--- src/rtl/usb_std_pkg.sv ---
// usb_std_pkg: request/descriptor codes, ROM layout and FSM types shared by the USB standard-request handler
package usb_std_pkg;
  localparam logic [7:0] RT_IN = 8'h80;
  localparam logic [7:0] RT_OUT = 8'h00;
  localparam logic [7:0] REQ_GET_STATUS = 8'h00;
  localparam logic [7:0] REQ_SET_ADDRESS = 8'h05;
  localparam logic [7:0] REQ_GET_DESCRIPTOR = 8'h06;
  localparam logic [7:0] REQ_GET_CONFIGURATION = 8'h08;
  localparam logic [7:0] REQ_SET_CONFIGURATION = 8'h09;
  localparam logic [7:0] DT_DEVICE = 8'h01;
  localparam logic [7:0] DT_CONFIG = 8'h02;
  localparam logic [7:0] DT_STRING = 8'h03;
  localparam logic [5:0] DEV_BASE = 6'd0;
  localparam logic [5:0] CFG_BASE = 6'd18;
  localparam logic [5:0] STS_BASE = 6'd36;
  localparam logic [5:0] LANG_BASE = 6'd38;
  localparam logic [5:0] PROD_BASE = 6'd42;
  localparam logic [5:0] DEV_LEN = 6'd18;
  localparam logic [5:0] CFG_LEN = 6'd18;
  localparam logic [5:0] STS_LEN = 6'd2;
  localparam logic [5:0] LANG_LEN = 6'd4;
  localparam logic [5:0] PROD_LEN = 6'd8;
  typedef enum logic [1:0] {ST_IDLE, ST_DECODE, ST_SEND, ST_WAIT} state_t;
  typedef enum logic [1:0] {ACT_STALL, ACT_SEND, ACT_ADDR, ACT_CONF} act_t;
endpackage

--- src/rtl/usb_desc_rom.sv ---
// usb_desc_rom: combinational descriptor store (device, configuration, status, optional strings when USB_STD_REQ_STRING_EN)
// Ports: i_addr byte address, o_data byte at that address (0 beyond the end).
module usb_desc_rom (
  input  logic [5:0] i_addr,
  output logic [7:0] o_data
);
`ifdef USB_STD_REQ_STRING_EN
  localparam logic [5:0] N = 6'd50;
  localparam logic [7:0] ROM [0:49] = '{
    8'h12, 8'h01, 8'h10, 8'h01, 8'h00, 8'h00, 8'h00, 8'h40, 8'h34, 8'h12, 8'h78, 8'h56, 8'h00, 8'h01, 8'h00, 8'h00, 8'h00, 8'h01,
    8'h09, 8'h02, 8'h12, 8'h00, 8'h01, 8'h01, 8'h00, 8'hC0, 8'h32, 8'h09, 8'h04, 8'h00, 8'h00, 8'h00, 8'hFF, 8'h00, 8'h00, 8'h00,
    8'h01, 8'h00,
    8'h04, 8'h03, 8'h09, 8'h04,
    8'h08, 8'h03, 8'h55, 8'h00, 8'h53, 8'h00, 8'h42, 8'h00};
`else
  localparam logic [5:0] N = 6'd38;
  localparam logic [7:0] ROM [0:37] = '{
    8'h12, 8'h01, 8'h10, 8'h01, 8'h00, 8'h00, 8'h00, 8'h40, 8'h34, 8'h12, 8'h78, 8'h56, 8'h00, 8'h01, 8'h00, 8'h00, 8'h00, 8'h01,
    8'h09, 8'h02, 8'h12, 8'h00, 8'h01, 8'h01, 8'h00, 8'hC0, 8'h32, 8'h09, 8'h04, 8'h00, 8'h00, 8'h00, 8'hFF, 8'h00, 8'h00, 8'h00,
    8'h01, 8'h00};
`endif
  assign o_data = (i_addr < N) ? ROM[i_addr] : 8'h00;
endmodule

--- src/rtl/usb_std_request.sv ---
// usb_std_request: USB chapter-9 standard request handler for endpoint 0 (string descriptors with USB_STD_REQ_STRING_EN)
// Ports: ctl_* latched SETUP fields + ctl_done status-stage pulse; xfer_tx_* IN data stream;
// xfer_rx_* OUT stream (always accepted, discarded); device_address, configured, req_stall pulse.
module usb_std_request
  import usb_std_pkg::*;
(
  input  logic        clk,
  input  logic        rst,
  input  logic        ctl_start,
  input  logic [3:0]  ctl_endpoint,
  input  logic [7:0]  ctl_request_type,
  input  logic [7:0]  ctl_request,
  input  logic [15:0] ctl_value,
  input  logic [15:0] ctl_index,
  input  logic [15:0] ctl_length,
  input  logic        ctl_done,
  output logic [7:0]  xfer_tx_tdata,
  output logic        xfer_tx_tlast,
  output logic        xfer_tx_tvalid,
  input  logic        xfer_tx_tready,
  input  logic [7:0]  xfer_rx_tdata,
  input  logic        xfer_rx_tlast,
  input  logic        xfer_rx_error,
  input  logic        xfer_rx_tvalid,
  output logic        xfer_rx_tready,
  output logic [6:0]  device_address,
  output logic        configured,
  output logic        req_stall
);
  state_t      r_state;
  logic [3:0]  r_ep;
  logic [7:0]  r_type;
  logic [7:0]  r_req;
  logic [15:0] r_value;
  logic [15:0] r_length;
  logic [5:0]  r_base;
  logic [5:0]  r_idx;
  logic [5:0]  r_count;
  logic        r_cfg;
  logic [7:0]  r_config;
  logic [6:0]  r_pending;
  logic [6:0]  r_addr;
  logic        r_configured;
  logic        r_stall;
  act_t        w_act;
  logic [5:0]  w_base;
  logic [5:0]  w_len;
  logic        w_cfg;
  logic        w_fixed;
  logic [5:0]  w_cnt;
  logic [7:0]  w_rom;
  logic        w_unused;
  usb_desc_rom u_rom (.i_addr(r_base + r_idx), .o_data(w_rom));
  always_comb begin
    w_act = ACT_STALL;
    w_base = 6'd0;
    w_len = 6'd0;
    w_cfg = 1'b0;
    w_fixed = 1'b0;
    if (r_ep == 4'd0 && r_type == RT_IN && r_req == REQ_GET_DESCRIPTOR) begin
      if (r_value[15:8] == DT_DEVICE) begin
        w_act = ACT_SEND;
        w_base = DEV_BASE;
        w_len = DEV_LEN;
      end else if (r_value[15:8] == DT_CONFIG) begin
        w_act = ACT_SEND;
        w_base = CFG_BASE;
        w_len = CFG_LEN;
      end
`ifdef USB_STD_REQ_STRING_EN
      else if (r_value[15:8] == DT_STRING && r_value[7:0] == 8'd0) begin
        w_act = ACT_SEND;
        w_base = LANG_BASE;
        w_len = LANG_LEN;
      end else if (r_value[15:8] == DT_STRING && r_value[7:0] == 8'd1) begin
        w_act = ACT_SEND;
        w_base = PROD_BASE;
        w_len = PROD_LEN;
      end
`endif
    end else if (r_ep == 4'd0 && r_type == RT_IN && r_req == REQ_GET_CONFIGURATION) begin
      w_act = ACT_SEND;
      w_len = 6'd1;
      w_cfg = 1'b1;
      w_fixed = 1'b1;
    end else if (r_ep == 4'd0 && r_type == RT_IN && r_req == REQ_GET_STATUS) begin
      w_act = ACT_SEND;
      w_base = STS_BASE;
      w_len = STS_LEN;
      w_fixed = 1'b1;
    end else if (r_ep == 4'd0 && r_type == RT_OUT && r_req == REQ_SET_ADDRESS) begin
      w_act = ACT_ADDR;
    end else if (r_ep == 4'd0 && r_type == RT_OUT && r_req == REQ_SET_CONFIGURATION) begin
      w_act = ACT_CONF;
    end
  end
  // Descriptors are truncated to wLength; GET_STATUS/GET_CONFIGURATION always return their fixed size.
  assign w_cnt = (!w_fixed && r_length < {10'd0, w_len}) ? r_length[5:0] : w_len;
  always_ff @(posedge clk or posedge rst) begin
    if (rst) begin
      r_state <= ST_IDLE;
      r_ep <= 4'd0;
      r_type <= 8'd0;
      r_req <= 8'd0;
      r_value <= 16'd0;
      r_length <= 16'd0;
      r_base <= 6'd0;
      r_idx <= 6'd0;
      r_count <= 6'd0;
      r_cfg <= 1'b0;
      r_config <= 8'd0;
      r_pending <= 7'd0;
      r_addr <= 7'd0;
      r_configured <= 1'b0;
      r_stall <= 1'b0;
    end else begin
      r_stall <= 1'b0;
      if (ctl_start) begin
        r_state <= ST_DECODE;
        r_ep <= ctl_endpoint;
        r_type <= ctl_request_type;
        r_req <= ctl_request;
        r_value <= ctl_value;
        r_length <= ctl_length;
        r_idx <= 6'd0;
      end else if (r_state == ST_DECODE) begin
        r_state <= ST_IDLE;
        if (w_act == ACT_SEND) begin
          r_state <= (w_cnt == 6'd0) ? ST_IDLE : ST_SEND;
          r_base <= w_base;
          r_count <= w_cnt;
          r_cfg <= w_cfg;
        end else if (w_act == ACT_ADDR) begin
          r_state <= ST_WAIT;
          r_pending <= r_value[6:0];
        end else if (w_act == ACT_CONF) begin
          r_config <= r_value[7:0];
          r_configured <= |r_value[7:0];
        end else begin
          r_stall <= 1'b1;
        end
      end else if (r_state == ST_SEND && xfer_tx_tready) begin
        r_idx <= xfer_tx_tlast ? 6'd0 : r_idx + 6'd1;
        r_state <= xfer_tx_tlast ? ST_IDLE : ST_SEND;
      end else if (r_state == ST_WAIT && ctl_done) begin
        r_addr <= r_pending;
        r_state <= ST_IDLE;
      end
    end
  end
  assign xfer_tx_tvalid = r_state == ST_SEND;
  assign xfer_tx_tlast = (r_state == ST_SEND) && (r_idx == r_count - 6'd1);
  assign xfer_tx_tdata = r_cfg ? r_config : w_rom;
  assign xfer_rx_tready = 1'b1;
  assign device_address = r_addr;
  assign configured = r_configured;
  assign req_stall = r_stall;
  assign w_unused = &{1'b0, ctl_index, xfer_rx_tdata, xfer_rx_tlast, xfer_rx_error, xfer_rx_tvalid};
endmodule

--- config.mk ---
export PLATFORM = sky130hd
export DESIGN_NAME = usb_std_request
export DESIGN_NICKNAME = d
export VERILOG_FILES = /design/src/rtl/usb_std_pkg.sv /design/src/rtl/usb_desc_rom.sv /design/src/rtl/usb_std_request.sv
export SDC_FILE = /design/constraint.sdc
export NUM_CORES = 1
export LEC_CHECK = 0
export CAP_MARGIN = 25
export CORE_UTILIZATION = 51
export DETAILED_ROUTE_END_ITERATION = 12
export PLACE_DENSITY = 0.89
export SYNTH_ARGS = -nofsm -noshare
export SYNTH_HDL_FRONTEND = slang
export SYNTH_SLANG_ARGS = --single-unit
--- constraint.sdc ---
create_clock -name clk -period 4.1 [get_ports clk]
set_input_delay 0.82 -clock clk [delete_from_list [all_inputs] [get_ports clk]]
set_output_delay 0.82 -clock clk [all_outputs]
set_load 0.05 [all_outputs]
==> metrics, run 1 <==
WP buf/inv=1; family with the most delay on the worst path=adder cells; RSZ-0062 raised after global routing=no; Worst setup EP type=output pin; Hold Fails Final Rpt=0; CTS Buf Count=9; DR iter-0 viols=approximately 210; fin util=63.8%; Synthesis Warnings=0; area leader, netlist=dfrtp_1; width of the die=just under 100 microns; IO Pins=104; routed wire length=10.2 mm; clock root buffer=clkbuf_8; ANT nets after route=0; period utilisation layout=a little over nine tenths; Initial Utilization=approximately 52%; Hold WC Path Type=flop to flop; Startpoint Class=flop; largest net degree at the start of global routing=between 50 and 60; sequential share of the synthesized area=48.4%; Row Count=35; Sequential Area=between 0.002 and 0.0025 sq mm; clock power share=about a third; Final HPWL DP=roughly 7.5 mm; met3 routed WL=about 660 microns; area delta synth->final=21.9%; Power Density=about 320 mW/mm^2; kind of critical path=flop to output pin; maximum VDD drop=between 0.0002 and 0.0003 V; synthesized area=a little under 0.005 sq mm; Main synth FF type=dfrtp_1; setup TNS=0 ns; clock-pin transition on the worst setup and hold timing paths=approximately 0.090 ns; WP data required=about 3.3 ns; crit path DAT=slightly above 3 ns; final setup vio count=0; DRT Pass-1 Iters=4; fin nets=~600; core area=just over 0.009 sq mm; clock tree buffer depth=2; syn_nets=520; H-tree depth=3; All-Layer GR Usage=22.1%; detail-routed net length per standard cell=approximately 17 microns; Int Pwr=approximately 1.4 mW; highest routing layer actually used=met4; post-synth top area share=between 40 and 50%; initial antenna violation count=0; share of layout cells above drive strength 1=23.7%; most common cell in the netlist=dfrtp_1; Via density=a little under 6; Ant. Diodes=0; Largest stage delay, worst path=roughly 0.47 ns; Mean Syn Cell Area=about 11 sq um; Clock Sinks=93; Net Switching=between 0.4 and 0.5 mW; Leak=roughly 2.6 nW; Post-synth ARST share=between 90% and 100%; Max-cap violations=0; I/O Buffers=75; Crit-path slowest cell=dfrtp_1; vias in the first global route=between 3000 and 4000; GRT overflow=0; Inst Count DP=just under 600; Yosys reg bits=slightly above 90; Vias=roughly 3500; Distinct cells, synth=63; Synth area leaders=dfrtp_1, mux2_2, ha_1, nand2_1, nand3_1; critical path, cell by cell=ha_1, fa_1, xor2_1, or3_1, o32ai_2, a21bo_2, nand3_1, buf_12; Worst Skew=0.00985 ns; met2 WL=5.09 mm; Post-synth EDFFs=0; cell count after synthesis=approximately 420; CTS tree=yes; die area=0.00982 sq mm; status=finished, final reports clean; crit-path max FO=7; final instance count without filler cells=around 610; max-slew violation count=0; Switching Share=between 20% and 30%; multi-input combinational cell area=approximately 0.0023 sq mm; fill count=between 700 and 800; first-pass GRT wire length=about 17 mm; logic gate share of total power=between 10% and 20%; Skew-Pair Late Insertion Delay=0.37 ns; # DRC=0; Least-Margin Pin Slew=between 0.9 and 1 ns; fmax=approximately 250 MHz; RePlAce Congestion=slightly below 0.9; post-route minimum period=roughly 4 ns; M1 wire length=roughly 4.2 mm; Die Y=just under 100 microns; Slew HR=approximately two fifths; most frequent cells after synthesis=dfrtp_1, mux2_2, nand2_1; Seq pwr share=a little over half
==> sequential cells by signal, indices dropped and copies added (netlist names) <==
| name | cells |
|---|---|
| r_type | 8 |
| r_ep | 4 |
| r_count | 6 |
| r_base | 2 |
| r_pending | 7 |
| r_req | 8 |
| r_state | 2 |
| req_stall | 1 |
| configured | 1 |
| device_address | 7 |
| r_length | 16 |
| r_idx | 6 |
| r_config | 8 |
| r_cfg | 1 |
| r_value | 16 |
==> cells in the final DEF, fill, tap and decap left out, types with 3 or more instances in the layout <==
cell type,netlist,final
dfrtp_1,93,93
mux2_2,74,74
clkdlybuf4s50_1,0,65
nand2_1,32,32
ha_1,16,16
inv_1,16,15
nand3_1,15,15
o21ai_0,14,14
a21oi_1,13,13
nor3_1,11,11
clkbuf_8,0,11
buf_4,1,11
nor2_1,10,10
nor4_1,9,9
xor2_1,8,8
xnor2_1,6,6
a31oi_1,6,6
nor2b_1,4,4
o211ai_1,4,4
nand3b_1,3,3
a21o_1,3,3
and2_1,3,3
nand2b_1,3,3
o31ai_1,3,3
a211oi_1,3,3
o311ai_1,3,3
o22ai_1,3,3
clkinv_4,0,3
buf_12,0,3
==> power groups by stage <==
stage	Clock (mW)	Combinational [mW]	Sequential (mW)
6_report	0.589	0.263	1.02
5_1_grt	0.639	0.284	1.03
4_1_cts	0.604	0.265	1.02
3_5_place_dp	0	0.264	1.04
3_3_place_gp	0	0.257	1.03
2_1_floorplan	0	0.166	1.02
==> what timing repair did <==
item | in CTS | in global routing
gates resized for setup | 0 | 1
endpoints found under the setup margin | 0 | 1
buffers inserted | 0 | 0
hold buffers | 0 | 0
==> layout make-up <==
cell class	instances	area share [%]
clock inverter	5	0.726
tap	111	2.37
multi-input combinational	292	39.8
clock buffer	11	2.58
inverter	16	1.05
sequential	93	39.7
timing repair buffer	81	13.8
==> through the flow <==
| step | cell area, sq um | power (mW) | hold WS [ns] | setup slack, ns |
|---|---|---|---|---|
| floorplan | 4810 | 1.18 | 0.473 | 0.185 |
| global placement | 5670 | 1.29 | 0.481 | 0.497 |
| detailed placement | 5670 | 1.30 | 0.486 | 0.452 |
| CTS | 5860 | 1.89 | 0.506 | 0.0347 |
| global route | 5860 | 1.95 | 0.529 | 0.0327 |
| finish | 5860 | 1.87 | 0.505 | 0.166 |
==> per-layer routing <==
layer,up-vias,GRT usage (%)
li1,1679,-
met1,1741,26.8
met2,108,36.1
met3,20,8.01
met4,0,8.48
met5,-,0
==> cell families after synthesis <==
| logic type | Yosys count | synth area share [%] |
|---|---|---|
| AO/OA/AOI/OAI | 74 | 10.9 |
| XOR/XNOR | 14 | 2.55 |
| adder cells (fa/ha/maj) | 17 | 4.58 |
| buffers and inverters | 34 | 3.12 |
| flip-flops | 93 | 48.4 |
| multiplexers | 76 | 17.7 |
| other | 1 | 0.0780 |
| AND/OR/NAND/NOR | 110 | 12.7 |
==> worst paths after layout <==
kind,to,cells after the start,startpoint,slack [ns]
min in group asynchronous,r_length[8],2,rst,0.93
worst min register to register,configured,1,configured,0.50
worst min-delay path,configured,1,configured,0.50
worst max register to register,r_count[1],10,r_type[3],0.83
worst max-delay path,xfer_tx_tdata[1],8,r_idx[1],0.17
max in group asynchronous,r_value[9],3,rst,2.37
No activity file was read; power rests on OpenSTA's default activity.
==> inputs of run 2 (changes only) <==
CAP_MARGIN = default   (was 25)
==> results of run 2 <==
The final DEF is identical to that of run 1; final timing and power are the same.
==> patch 1: new RTL, config.mk and constraints of run 2 <==
Put one more register stage on the output `configured`, cleared by the reset. The value now appears one clock later. The other outputs are not delayed to match.
--- a/src/rtl/usb_std_request.sv
+++ b/src/rtl/usb_std_request.sv
@@ -155,3 +155,9 @@
   assign device_address = r_addr;
-  assign configured = r_configured;
+  always_ff @(posedge clk or posedge rst) begin
+    if (rst) begin
+      configured <= '0;
+    end else begin
+      configured <= r_configured;
+    end
+  end
   assign req_stall = r_stall;
Formal check against the unedited RTL: not equivalent (Yosys sat finds a counterexample within 4 cycles, from zero or initial values and one cycle with rst high).
==> patch 1 against run 2 <==
  * Area after synthesis up 0.52%
  * Total power up 2.4%
  * Register-to-register slack worse by 180 ps
  * Routed wire length down 2.4%
  * Cell area up 0.66%
  * Sequential cell count up 1
  * Setup slack better by 43 ps
  * Sequential share of layout area up 0.16 points
  * Largest power group unchanged
==> patch 1: results (changes against run 2) <==
STA
  – Slew HR: 41.81% (was 38.63%)
  – Layout Skew: 11.25 ps (was 9.849 ps)

Power and ir drop
  – Lkg Pwr: 2.571 nW (was 2.553 nW)
  – Max IR drop VDD: 328.1 uV (was 256.4 uV)
  – Sw frac: 26.11% (was 26.67%)

Place
  – Placement Cell Area: 5692 um^2 (was 5667 um^2)
  – Final GP Congestion: 0.8624 (was 0.8735)
  – Pre-CTS setup slack: 488.8 ps (was 452.4 ps)
  – Post-DP HPWL: 7667 um (was 7515 um)

Clocking
  – Cts bufs inserted: 9 (unchanged)
  – H-tree depth: 3 (unchanged)
  – Clk_lat worst skew: 350 ps (was 370 ps)

Routing
  – Routed len/inst: 16.27 um (was 16.70 um)
  – Met2 WL post-DR: 5037 um (was 5087 um)
  – DR WL met3: 550 um (was 662 um)
  – Via/cell ratio: 5.770 (was 5.826)
  – Wire length on met1: 4151 um (was 4234 um)

Synthesis
  – Synth Area in Compound Gates: 10.79% (was 10.85%)
  – Post-Synthesis Net Count: 521 (was 520)
  – Post-synthesis sequential area ratio: 48.67% (was 48.40%)
  – XOR/XNOR Fraction of Synth Area: 2.537% (was 2.550%)
  – Post-synthesis mux area share: 17.65% (was 17.75%)

Global route
  – Vias in the first global route: 3574 (was 3569)
  – First-pass GRT wire length: 16720 um (was 16930 um)
  – Total global-route track usage: 21.70% (was 22.05%)

Status
  – Outcome: finished clean (unchanged)

Setup path
  – Worst Path Arrival: 3070 ps (was 3110 ps)

Cells and area
  – Layout Nets: 595 (was 594)
-- patch 1: changes by cell type after synthesis, sizes merged --
cell,change
dfrtp,+1
-- patch 1: layer usage --
| metal | GRT usage [%] | vias to the layer above |
|---|---|---|
| met5 | 0 | - |
| met4 | 8.258 | 0 |
| met3 | 5.271 | 16 |
| met2 | 37.02 | 105 |
| met1 | 26.74 | 1719 |
| li1 | - | 1680 |
-- patch 1: through the flow --
step / cells / hold WS, ps / total power (W)
final: 610 / 403.1 / 0.001916
after global routing: 610 / 425.3 / 0.002004
after CTS: 610 / 404.0 / 0.001934
after detailed placement: 594 / 369.2 / 0.001312
after global placement: 594 / 366.1 / 0.001297
after floorplan: 420 / 354.3 / 0.001194
-- patch 1: final timing paths --
check                      slack (ps)  cells past startpoint                     start                             to
max                               210                      8      r_idx[1]$_DFFE_PP0P_               xfer_tx_tdata[1]
min                               400                      0  r_configured$_DFFE_PP0P_           configured$_DFF_PP0_
max reg2reg                       650                     10      r_req[7]$_DFFE_PP0P_         r_count[0]$_DFFE_PP0P_
min reg2reg                       400                      0  r_configured$_DFFE_PP0P_           configured$_DFF_PP0_
max in group asynchronous        2380                      3                       rst  device_address[2]$_DFFE_PP0P_
min in group asynchronous         920                      2                       rst        r_length[8]$_DFFE_PP0P_
-- patch 1: area by class of cell --
class	instances	area, um^2
Clock buffer	10	127.6
Clock inverter	6	80.08
Fill cell	683	3294
Inverter	16	61.31
Multi-Input combinational cell	292	2331
Sequential cell	94	2352
Tap cell	111	138.9
Timing Repair Buffer	81	810.8
-- patch 1: cell families after synthesis --
| kind of cell | after synthesis |
|---|---|
| muxes | 76 |
| DFF | 94 |
| other | 1 |
| and+or+nand+nor | 110 |
| buffers and inverters | 34 |
| xor gates and xnor gates | 14 |
| AOI/OAI and AO/OA | 74 |
| adders and majority gates | 17 |
-- patch 1: power groups by stage --
stage | sequential (W) | clock, W | combinational (W)
after floorplan | 0.00103 | 0 | 0.000166
after global placement | 0.00104 | 0 | 0.000256
after detailed placement | 0.00105 | 0 | 0.000266
after CTS | 0.00103 | 0.000641 | 0.000266
after global routing | 0.00104 | 0.000682 | 0.000285
final | 0.00103 | 0.000626 | 0.000263
-- patch 1: worst max-delay path, cell delays in order, from the launching register on --
cell,delay [ps]
dfrtp_1,460
ha_1,240
fa_1,450
xor2_1,260
or3_1,400
o32ai_2,360
a21bo_2,270
nand3_1,130
buf_12,150
==> patch 2: new RTL, config.mk and constraints of run 2 <==
Without the edit above. The option `USB_STD_REQ_STRING_EN` is turned on by a define.
--- a/src/rtl/usb_desc_rom.sv
+++ b/src/rtl/usb_desc_rom.sv
@@ -2,2 +2,4 @@
 // Ports: i_addr byte address, o_data byte at that address (0 beyond the end).
+`define USB_STD_REQ_STRING_EN
+
 module usb_desc_rom (
Behaviour: not the same (Yosys sat finds a counterexample within 4 cycles, from zero or initial values and one cycle with rst high).
==> patch 2 against run 2 <==
  * Sequential share of layout area fell by 2.1 points
  * Setup slack got worse by 44 ps
  * Count of clock-buffer cells in the layout did not move
  * Sequential cell count rose by 3
  * Clock skew rose by 7.4 ps
  * Total power rose by 3.2%
  * Cell area rose by 9.0%
  * Die area rose by 7.9%
  * Global-route usage rose by 0.83 points
  * Routed wire length rose by 11%
  * Area after synthesis rose by 8.0%
  * Combinational power fell by 13%
  * Critical path depth rose by 1
  * Critical path type unchanged
==> patch 2: results (changes against run 2) <==
Status
  – Outcome: finished clean (unchanged)

Setup path
  – Worst R2R Path Depth: 12 (was 10)
  – End point of the critical path: xfer_tx_tdata[7] (was xfer_tx_tdata[1])
  – Worst Path Arrival: 3160 ps (was 3110 ps)
  – R2r setup slk: 770 ps (was 830 ps)
  – Crit path max fanout: 10 (was 7)
  – Reg-to-reg endpoint: r_count[3]$_DFFE_PP0P_ (was r_count[1]$_DFFE_PP0P_)
  – R2r startpoint: r_type[2]$_DFFE_PP0P_ (was r_type[3]$_DFFE_PP0P_)

STA
  – Layout Skew: 17.26 ps (was 9.849 ps)
  – PnR worst setup slack: 122.7 ps (was 166.4 ps)
  – Setup_tns: 0 ps (unchanged)
  – Slew HR: 56.77% (was 38.63%)
  – Hold_ws: 502.0 ps (was 505.0 ps)

Place
  – Placement Cell Area: 6116 um^2 (was 5667 um^2)
  – Final GP Congestion: 0.9370 (was 0.8735)
  – Post-DP HPWL: 8336 um (was 7515 um)
  – Pre-CTS setup slack: 255.0 ps (was 452.4 ps)
  – Post-Place Cells: 657 (was 593)
  – Port bufs: 75 (unchanged)

Power and ir drop
  – Internal: 0.001445 W (was 0.001372 W)
  – Clk network pwr share: 33.6% (was 31.5%)
  – Pwr Density: 302.0 nW/um^2 (was 319.1 nW/um^2)
  – Max IR drop VDD: 227.0 uV (was 256.4 uV)
  – Lkg Pwr: 2.773 nW (was 2.553 nW)

Min path
  – Worst Hold Depth: 2 (was 1)
  – Critical hold path startpoint: r_base[4]$_DFFE_PP0P_ (was configured$_DFFE_PP0P_)
  – Worst Hold End: r_base[4]$_DFFE_PP0P_ (was configured$_DFFE_PP0P_)

Clocking
  – Cts bufs inserted: 9 (unchanged)

Synthesis
  – Warnings from Yosys: 0 (unchanged)
  – Post-synthesis sequential area ratio: 46.24% (was 48.40%)
  – Top area cells in the synthesized netlist: dfrtp_1, mux2_2, ha_1 (unchanged)
  – Post-Syn Instances: 466 (was 419)
  – Yosys cell types: 67 (was 63)
  – Post-Synthesis Net Count: 570 (was 520)

Cells and area
  – Layout cells sized above 1: 23.89% (was 23.69%)
  – Final Non-Filler Cells: 673 (was 609)
  – Fill count: 745 (was 711)

Global route
  – First-pass GRT wire length: 18490 um (was 16930 um)
  – Total global-route track usage: 22.88% (was 22.05%)
  – Largest net degree at the start of global routing: 37 (was 56)
  – Vias in the first global route: 3867 (was 3569)

Routing
  – Routed len/inst: 16.71 um (was 16.70 um)
  – Detailed Route Iter0 Violations: 202 (was 212)
  – Via/cell ratio: 5.831 (was 5.826)
==> patch 2: cell types whose count changed after synthesis, moves of 4 or more <==
cell / delta
nor4_4: +4
clkbuf_1: +9
a311oi_1: +4
nor4_1: -4
nor2_1: +5
xnor2_1: +4
nand2_1: +9
o211ai_1: -4
nand2b_1: +4
o21ai_0: +6
==> patch 2: timing repair <==
action / 4_1_cts / 5_1_grt
buffers inserted: 0 / 0
resized for setup: 5 / 4
pin swaps: 1 / 0
hold buffers: 0 / 0
endpoints found under the setup margin: 2 / 4
==> patch 2: cells by family (layout without fill, tap and decap cells) <==
group / Yosys count / in the layout / share of synthesized area [%]
and+or+nand+nor: 135 / 135 / 15.27
DFF: 96 / 96 / 46.24
AOI/OAI and AO/OA: 82 / 82 / 11.03
muxes: 77 / 77 / 16.64
buffers and inverters: 39 / 113 / 2.938
adders and majority gates: 20 / 20 / 4.962
xor gates and xnor gates: 16 / 16 / 2.842
other: 1 / 1 / 0.07219
==> patch 2: routing by layer <==
metal	vias to the layer above	share of wire (%)	routed length [um]	GRT usage, %
met5	-	0	0	0
met4	0	1.5	171	6.934
met3	20	6.2	695	5.966
met2	138	50	5676	39.13
met1	1928	42	4699	28.54
li1	1838	-	-	-
==> patch 2: cell type report <==
class / instances / area [um^2] / share of cell area, %
clock inverters: 5 / 62.56 / 0.9792
repair buffers: 81 / 848.3 / 13.28
multi-input cells: 331 / 2696 / 42.21
clock buffers: 11 / 151.4 / 2.370
flip-flops and latches: 96 / 2402 / 37.60
well taps: 133 / 166.4 / 2.605
inverters: 16 / 61.31 / 0.9597
==> patch 2: worst max-delay path, cell delays in order, from the launching register on <==
cell and delay (ps):
dfrtp_1 450, ha_1 240, fa_2 450, a21o_1 220, a21oi_4 250, xor2_4 330, nand2_1 150, o22a_1 250
o31ai_2 270, buf_12 180
